--- src/rtl/xtal_osc_16m_supervisor_pkg.sv ---
// rtl/xtal_osc_16m_supervisor_pkg.sv - state encoding and default constants for the 16 MHz crystal supervisor
package xtal_osc_16m_supervisor_pkg;

    typedef enum logic [2:0] {
        ST_OFF     = 3'd0,
        ST_START   = 3'd1,
        ST_MEASURE = 3'd2,
        ST_READY   = 3'd3,
        ST_STDBY   = 3'd4,
        ST_FAULT   = 3'd5
    } sup_state_t;

    localparam int unsigned DEF_STARTUP_CYC = 65536;
    localparam int unsigned DEF_WIN_CYC     = 1024;
    localparam int unsigned DEF_EDGE_MIN    = 320;
    localparam int unsigned DEF_EDGE_MAX    = 336;
    localparam int unsigned DEF_GOOD_WINS   = 4;
    localparam int unsigned DEF_LOSS_CYC    = 16;
    localparam int unsigned DEF_RETRY_MAX   = 3;
    localparam int unsigned DEF_CNTW        = 16;

    // Counter width able to hold values 0..max_val, never narrower than one bit.
    function automatic int unsigned cnt_width(input int unsigned max_val);
        return (max_val > 1) ? $clog2(max_val + 1) : 1;
    endfunction

endpackage

--- src/rtl/xtal_edge_sync.sv ---
// rtl/xtal_edge_sync.sv - 2-FF synchronizer plus registered rising-edge pulse for the crystal output
module xtal_edge_sync (
    input  logic clk,
    input  logic resetn,
    input  logic d_async,
    output logic edge_pulse
);

    logic meta_q;
    logic sync_q;
    logic sync_d_q;

    always_ff @(posedge clk or negedge resetn) begin
        if (!resetn) begin
            meta_q     <= 1'b0;
            sync_q     <= 1'b0;
            sync_d_q   <= 1'b0;
            edge_pulse <= 1'b0;
        end else begin
            meta_q     <= d_async;
            sync_q     <= meta_q;
            sync_d_q   <= sync_q;
            edge_pulse <= sync_q & ~sync_d_q;
        end
    end

endmodule

--- src/rtl/xtal_osc_16m_supervisor.sv ---
// rtl/xtal_osc_16m_supervisor.sv - crystal enable/standby control, frequency qualification and loss monitor
module xtal_osc_16m_supervisor
    import xtal_osc_16m_supervisor_pkg::*;
#(
    parameter int unsigned STARTUP_CYC = DEF_STARTUP_CYC,
    parameter int unsigned WIN_CYC     = DEF_WIN_CYC,
    parameter int unsigned EDGE_MIN    = DEF_EDGE_MIN,
    parameter int unsigned EDGE_MAX    = DEF_EDGE_MAX,
    parameter int unsigned GOOD_WINS   = DEF_GOOD_WINS,
    parameter int unsigned LOSS_CYC    = DEF_LOSS_CYC,
    parameter int unsigned RETRY_MAX   = DEF_RETRY_MAX,
    parameter int unsigned CNTW        = DEF_CNTW
) (
    input  logic            clk,
    input  logic            resetn,
    input  logic            en_req,
    input  logic            stdby_req,
    input  logic            xtal_dout,
    output logic            xtal_ena,
    output logic            xtal_stdby,
    output logic            clk_ready,
    output logic            fault,
    output logic [2:0]      state,
    output logic [CNTW-1:0] edge_count
);

    localparam int unsigned TMAX = (STARTUP_CYC > WIN_CYC) ? STARTUP_CYC : WIN_CYC;
    localparam int unsigned TW   = cnt_width(TMAX - 1);
    localparam int unsigned GW   = cnt_width(GOOD_WINS);
    localparam int unsigned LW   = cnt_width(LOSS_CYC);
    localparam int unsigned RW   = cnt_width(RETRY_MAX);

    sup_state_t     st;
    logic [TW-1:0]  timer;
    logic [CNTW-1:0] edge_cnt;
    logic [GW-1:0]  good_cnt;
    logic [LW-1:0]  loss_cnt;
    logic [RW-1:0]  retry_cnt;

    logic           edge_pulse;
    logic [CNTW-1:0] edge_sum;
    logic           win_end;
    logic           start_done;
    logic           in_range;
    logic           loss_hit;
    logic           retry_exhausted;

    xtal_edge_sync u_edge_sync (
        .clk        (clk),
        .resetn     (resetn),
        .d_async    (xtal_dout),
        .edge_pulse (edge_pulse)
    );

    // edge_sum already includes an edge landing on the closing cycle of a window.
    always_comb begin
        edge_sum        = edge_cnt;
        if (edge_pulse && (edge_cnt != {CNTW{1'b1}})) begin
            edge_sum = edge_cnt + CNTW'(1);
        end
        win_end         = (timer == TW'(WIN_CYC - 1));
        start_done      = (timer == TW'(STARTUP_CYC - 1));
        in_range        = (edge_sum >= CNTW'(EDGE_MIN)) && (edge_sum <= CNTW'(EDGE_MAX));
        loss_hit        = !edge_pulse && (loss_cnt == LW'(LOSS_CYC - 1));
        retry_exhausted = (retry_cnt == RW'(RETRY_MAX));
    end

    assign state = st;

    always_ff @(posedge clk or negedge resetn) begin
        if (!resetn) begin
            st         <= ST_OFF;
            timer      <= '0;
            edge_cnt   <= '0;
            good_cnt   <= '0;
            loss_cnt   <= '0;
            retry_cnt  <= '0;
            xtal_ena   <= 1'b0;
            xtal_stdby <= 1'b0;
            clk_ready  <= 1'b0;
            fault      <= 1'b0;
            edge_count <= '0;
        end else if (!en_req) begin
            st         <= ST_OFF;
            timer      <= '0;
            retry_cnt  <= '0;
            xtal_ena   <= 1'b0;
            xtal_stdby <= 1'b0;
            clk_ready  <= 1'b0;
            fault      <= 1'b0;
        end else begin
            case (st)
                ST_OFF: begin
                    st       <= ST_START;
                    timer    <= '0;
                    xtal_ena <= 1'b1;
                end

                ST_START: begin
                    timer <= timer + TW'(1);
                    if (start_done) begin
                        st       <= ST_MEASURE;
                        timer    <= '0;
                        edge_cnt <= '0;
                        good_cnt <= '0;
                    end
                end

                ST_MEASURE: begin
                    edge_cnt <= edge_sum;
                    timer    <= timer + TW'(1);
                    if (win_end) begin
                        edge_count <= edge_sum;
                        edge_cnt   <= '0;
                        timer      <= '0;
                        if (in_range) begin
                            if (good_cnt == GW'(GOOD_WINS - 1)) begin
                                st        <= ST_READY;
                                clk_ready <= 1'b1;
                                retry_cnt <= '0;
                                loss_cnt  <= '0;
                            end else begin
                                good_cnt <= good_cnt + GW'(1);
                            end
                        end else if (retry_exhausted) begin
                            st       <= ST_FAULT;
                            xtal_ena <= 1'b0;
                            fault    <= 1'b1;
                        end else begin
                            st        <= ST_START;
                            retry_cnt <= retry_cnt + RW'(1);
                        end
                    end
                end

                ST_READY: begin
                    edge_cnt <= edge_sum;
                    timer    <= timer + TW'(1);
                    loss_cnt <= edge_pulse ? '0 : loss_cnt + LW'(1);
                    if (win_end) begin
                        edge_count <= edge_sum;
                        edge_cnt   <= '0;
                        timer      <= '0;
                    end
                    // Loss or a bad window outranks a standby request.
                    if (loss_hit || (win_end && !in_range)) begin
                        clk_ready <= 1'b0;
                        timer     <= '0;
                        if (retry_exhausted) begin
                            st       <= ST_FAULT;
                            xtal_ena <= 1'b0;
                            fault    <= 1'b1;
                        end else begin
                            st        <= ST_START;
                            retry_cnt <= retry_cnt + RW'(1);
                        end
                    end else if (stdby_req) begin
                        st         <= ST_STDBY;
                        clk_ready  <= 1'b0;
                        xtal_stdby <= 1'b1;
                    end
                end

                ST_STDBY: begin
                    if (!stdby_req) begin
                        st         <= ST_START;
                        timer      <= '0;
                        xtal_stdby <= 1'b0;
                    end
                end

                ST_FAULT: begin
                    xtal_ena <= 1'b0;
                    fault    <= 1'b1;
                end

                default: begin
                    st <= ST_OFF;
                end
            endcase
        end
    end

endmodule

--- config.mk ---
export PLATFORM = sky130hd
export DESIGN_NAME = xtal_osc_16m_supervisor
export DESIGN_NICKNAME = d
export VERILOG_FILES = /design/src/rtl/xtal_osc_16m_supervisor_pkg.sv /design/src/rtl/xtal_edge_sync.sv /design/src/rtl/xtal_osc_16m_supervisor.sv
export SDC_FILE = /design/constraint.sdc
export NUM_CORES = 1
export LEC_CHECK = 0
export CORE_AREA = 10 10 103 141
export CTS_CLUSTER_SIZE = 20
export DETAILED_ROUTE_END_ITERATION = 12
export DIE_AREA = 0 0 113 151
export PLACE_DENSITY = 0.5
export SLEW_MARGIN = 20
export SYNTH_ARGS = -nofsm -noshare
export SYNTH_HDL_FRONTEND = slang
export SYNTH_HIERARCHICAL = 1
export SYNTH_SLANG_ARGS = --single-unit
--- constraint.sdc ---
create_clock -name clk -period 2.9 [get_ports clk]
set_clock_uncertainty 0.2 [all_clocks]
set_input_delay 0.58 -clock clk [delete_from_list [all_inputs] [get_ports clk]]
set_output_delay 0.58 -clock clk [all_outputs]
set_load 0.05 [all_outputs]
Yosys cells after proc, flatten, opt, wreduce, memory -nomap -nowiden
Cells that the tools add are included.
{ "op_classes": {"n_eq_ne": 33, "reduce_logical": 23, "add_sub_neg": 5, "magnitude_cmp": 2, "muxes": 61, "bitwise": 2} }
{ "op_table": {"columns": ["op", "count"], "rows": [
  ["$mux 16", 8],
  ["$pmux 16 s5", 1],
  ["$mux 3", 13],
  ["$add 16x1->16 const B", 2],
  ["$pmux 16 s2", 1],
  ["$ne 3x3->1 const B", 9],
  ["$mux 1", 20],
  ["$mux 5", 4],
  ["$pmux 3 s6", 1],
  ["$eq 16x10->1 const B", 1],
  ["$eq 16x16->1 const B", 1],
  ["$ge 16x9->1 const B", 1],
  ["$le 16x9->1 const B", 1],
  ["$ne 16x16->1 const B", 1],
  ["$reduce_and 4->1", 4],
  ["$mux 2", 6],
  ["$ne 2x2->1 const B", 6],
  ["$reduce_and 6->1", 2],
  ["$pmux 5 s2", 1],
  ["$reduce_and 5->1", 2],
  ["$eq 3x2->1 const B", 3],
  ["$ne 4x4->1 const B", 2],
  ["$eq 3x3->1 const B", 2],
  ["$ne 3x1->1 const B", 2],
  ["24 further kinds", 32]
]} }
{ "totals": {"reg_bits": 69, "elab_cells": 141, "output_inout_bits": 23} }

Longest topological paths before layout
{ "depth": {"depth_word": 11, "ltp_mapped": 12} }

Cells and area by module
The synthesis kept the hierarchy.
{ "modules_own_cells": {"columns": ["mod", "cells_per_inst", "seq_area_each_um2", "instances", "area_each_um2"], "rows": [
  ["xtal_osc_16m_supervisor", 468, 1626.6, 1, 3970.1],
  ["xtal_edge_sync", 5, 100.1, 1, 113.9]
]} }

Worst setup path before layout
Ideal clock, no wire load.
{ "synth_path": {"kind": "register to register", "start": "register edge_cnt[1]", "end": "register loss_cnt[4]", "arrival_ns": 2.464, "path_stages_with_launch": 10, "path_slack_ns": 0.109, "path_buffers": 0, "required_time_ns": 2.572, "path_cell_list": "dfrtp_1 > ha_1 > nand3_1 > o41ai_4 > a21oi_1 > or3_1 > a22oi_4 > a31oi_2 > nor2_1 > mux2_1"} }
{ "synth_between": {"elab_chain_cells": 7} }
{ "synth_lines": {"columns": ["element", "line_no", "source"], "rows": [
  ["start, declared", "xtal_osc_16m_supervisor.sv:35", "logic [CNTW-1:0] edge_cnt;"],
  ["start signal, assigned", "xtal_osc_16m_supervisor.sv:110", "edge_cnt <= edge_sum;"],
  ["start signal, assigned", "xtal_osc_16m_supervisor.sv:137", "edge_cnt <= edge_sum;"],
  ["parallel branches: the longest is 2 deep, another holds $add 16x1->16", null, null],
  ["$mux 16 (*)", "xtal_osc_16m_supervisor.sv:58", "if (edge_pulse && (edge_cnt != {CNTW{1'b1}})) begin"],
  ["$ge 16x9->1 / $le 16x9->1 (equally long branches)", "xtal_osc_16m_supervisor.sv:63", "in_range = (edge_sum >= CNTW'(EDGE_MIN)) && (edge_sum <= CNTW'(EDGE_MAX));"],
  ["$logic_and 1x1->1 (*)", "xtal_osc_16m_supervisor.sv:63", null],
  ["$ne 2x2->1 (no line) (*)", null, null],
  ["$reduce_and 5->1 (no line) (*)", null, null],
  ["end signal, assigned", "xtal_osc_16m_supervisor.sv:139", "loss_cnt <= edge_pulse ? '0 : loss_cnt + LW'(1);"],
  ["end, declared", "xtal_osc_16m_supervisor.sv:37", "logic [LW-1:0] loss_cnt;"]
]} }
Mark *: on every way between the ends.
A chain may end at the register's enable or synchronous reset.

Final worst setup path
{ "layout_path": {"start": "register edge_cnt[1]", "end": "register st[2] (netlist: state[2])"} }
{ "layout_between": {"elab_chain_cells": 11} }
{ "layout_lines": {"columns": ["element", "line_no", "source"], "rows": [
  ["parallel branches: the longest is 2 deep, another holds $add 16x1->16", null, null],
  ["$mux 16 (*)", "xtal_osc_16m_supervisor.sv:58", null],
  ["$ge 16x9->1 / $le 16x9->1 (equally long branches)", "xtal_osc_16m_supervisor.sv:63", null],
  ["$logic_and 1x1->1 (*)", "xtal_osc_16m_supervisor.sv:63", null],
  ["$logic_not 1->1", "xtal_osc_16m_supervisor.sv:146", "if (loss_hit || (win_end && !in_range)) begin"],
  ["$logic_and 1x1->1", "xtal_osc_16m_supervisor.sv:146", null],
  ["$logic_or 1x1->1", "xtal_osc_16m_supervisor.sv:146", null],
  ["$mux 3", "xtal_osc_16m_supervisor.sv:146", null],
  ["$pmux 3 s6", "xtal_osc_16m_supervisor.sv:92", "case (st)"],
  ["$mux 3", "xtal_osc_16m_supervisor.sv:83", "end else if (!en_req) begin"],
  ["end signal, assigned", "xtal_osc_16m_supervisor.sv:84", "st <= ST_OFF;"],
  ["end signal, assigned", "xtal_osc_16m_supervisor.sv:94", "st <= ST_START;"],
  ["end signal, assigned", "xtal_osc_16m_supervisor.sv:150", "st <= ST_FAULT;"],
  ["end, declared", "xtal_osc_16m_supervisor.sv:33", "sup_state_t st;"]
]} }
Mark *: on every way between the ends. The select of a mux whose other input is x is not followed.

==> reports/summary.txt <==
Final HPWL DP - 8080 um
placed cell count - 668
Setup crit end kind - flip-flop
CP startpoint - edge_cnt[1]
drt first pass iters - 5
FMAX - 355 MHz
largest net degree at the start of global routing - 70
port bufs - 27
Die ar. - 17100 um2
# nets final - 547
Synth cell types - 61
status - complete, no violations
first-pass GRT wire length - 18800 um
final setup violation count - 0
Period Utilization, post-route - 97.1%
clock sinks - 69
hold_ws - 0.150 ns
ys flop type - dfrtp_1
CTS Root Cell - clkbuf_16
main area contributors after synthesis - dfrtp_1 42%, nor2_1 5.6%, o21ai_0 5.4%
number of synthesized flops with an enable pin - 0
Slowest-stage cell, CP - o41ai_4
post-synthesis cell count - 473
post-synthesis register bit count - 69
WP data arrival - 2.89 ns
critical path type - reg2reg
Overflow after GRT - 0
clk slew on worst S/H paths - 0.06 ns
CTS Buffer Depth - 2
vias in the first global route - 3701
antenna cells - 0
Mapped Nets - 484
headroom to the max-slew limit - 41.0%
reg2reg end - state[2]
Final Routed Wirelength - 11300 um
CTS tree - built
area growth from synthesis to layout - 26.1%
Via density - 5.45
Hold EP - u_edge_sync/sync_q
final hold viol count - 0
crit path launch type - flip-flop
Tmin final - 2.81 ns
ANT nets after route - 0
std cell rows - 47
Synth top area share - 42.3%
worst r2r src - edge_cnt[1]
setup TNS - 0 ns
Mapped Area - 4080 um2
drc violations - 0
Num CTS Buffers - 9
hold crit path type - reg2reg
FF-to-FF setup slack - 0.09 ns
fraction of layout cells with a size suffix above 1 - 16.6%
PwrDens - 558 nW/um2
latest clock arrival within the worst-skew pair - 0.34 ns
H-tree depth - 3
r2r worst-path depth - 12
via count - 3751
most frequent cell after synthesis - dfrtp_1
Die X-Extent - 113 um
fin. max-slew vios - 0
fill count - 1172
ys async rst share - 100%
Peak VDD IR - 0.388 mV
Yosys top cell by area - dfrtp_1
GRT Total Usage - 13.4%
Top Ports - 28
CP cell instances - ha_4 -> nand3_2 -> o41ai_4 -> buf_4 -> o41ai_1 -> o21ai_1 -> a22oi_4 -> buf_12 -> buf_4 -> and2_1 -> a221oi_2 -> a22o_1
post-place setup slack - -0.00481 ns
GP Congestion - 0.891
DRT iter0 DRCs - 139
Max Cap Viol - 0
Initial Util - 34.6%
Avg Inst Size Synth - 8.63 um2
Pwr Total - 0.00287 W
slowest stage delay, CP - 0.41 ns
height of the die - 151 um
Seq/Total Area, Yosys - 42.3%
wire per inst - 16.4 um
most used cell, CP - buf_4
worst hold start - u_edge_sync/meta_q
Yosys warnings - 6
final setup margin - 0.0854 ns
Post-synth top cells - 69 x dfrtp_1, 61 x nor2_1, 47 x nand2_1
crit path buf inv count - 3
Slew @ Worst Pin - 0.885 ns
CP Data Required Time - 2.97 ns
non-filler instance count after layout - 688
Crit Path Max Fanout - 7
# hold bufs at CTS - 0
Leak Pwr - 2.20 nW
Hold Crit Depth - 0
Core Region - 11800 um2
CP delay by family, top - compound AO/OA/AOI/OAI gates
initial antenna violation count - 0
==> cell type report <==
class	instances	area [um2]	area share (%)
multi-input combinational	369	2290	44.5
tap	147	184	3.57
timing repair buffer	74	633	12.3
sequential	69	1730	33.6
clock inverter	5	27.5	0.535
inverter	13	48.8	0.948
clock buffer	11	233	4.52
==> layout by cell type (no fill, tap or decap), drive strengths merged, types with 4 or more instances in the layout <==
cell type       n
xor2            6
ha              6
clkdlybuf4s50  26
a21o            4
a22o            4
and4            5
o31ai           7
nand4          11
nor4            4
nor3           14
nor2b           7
o41ai           6
and2            4
nand2b          9
inv            13
clkinv          4
dfrtp          69
xnor2           9
buf            48
nand3          28
or3             4
mux2            4
o21ai          46
clkbuf         11
o211ai          5
a21oi          35
a31oi           7
nand2          47
nor2           61
and3           10
==> metrics by stage <==
stage | cell area (um2) | utilization (%)
2_1_floorplan | 4080 | -
3_5_place_dp | 4770 | 40.3
4_1_cts | 5030 | 42.6
3_3_place_gp | 4770 | 40.3
5_1_grt | 5150 | 43.6
6_report | 5150 | 43.6
==> flip-flops by register name, summed over array words and instances, names as in the netlist, 2 cells and up <==
register,count
state,3
loss_cnt,5
good_cnt,3
edge_count,16
retry_cnt,2
edge_cnt,16
timer,16
==> per-layer routing <==
layer  global-route usage, %  part of all wire [%]  vias up
li1                        -                     -     1846
met1                    15.3                    43     1815
met2                    23.4                    51       66
met3                    3.25                   4.0       24
met4                    5.79                   2.6        0
met5                       0                     0        -
==> power by group <==
| part | internal (W) | switching (W) |
|---|---|---|
| Clock | 0.000573 | 0.000422 |
| Combinational | 0.000290 | 0.000517 |
| Sequential | 0.00101 | 0.0000609 |
==> repair_timing <==
action | 4_1_cts | 5_1_grt
cloned | 0 | 0
pin swaps | 1 | 4
resized for setup | 0 | 16
setup endpoints to repair | 2 | 17
setup buffers | 1 | 3
==> cells by family after synthesis <==
| logic type | Yosys count | share of synthesized area [%] |
|---|---|---|
| XOR/XNOR | 15 | 3.40 |
| AO/OA/AOI/OAI | 132 | 21.1 |
| flip-flops | 69 | 42.3 |
| buffers and inverters | 35 | 3.52 |
| AND/OR/NAND/NOR | 210 | 26.3 |
| multiplexers | 6 | 1.59 |
| adder cells (fa/ha/maj) | 6 | 1.84 |
==> how the worst max path moves through the flow <==
stage,end,depth (start not counted)
floorplan,loss_cnt[4],9
global placement,loss_cnt[4],9
detailed placement,loss_cnt[4],9
CTS,loss_cnt[4],9
global route,state[2],12
finish,state[2],12
Power figures use the tool's default switching activity.
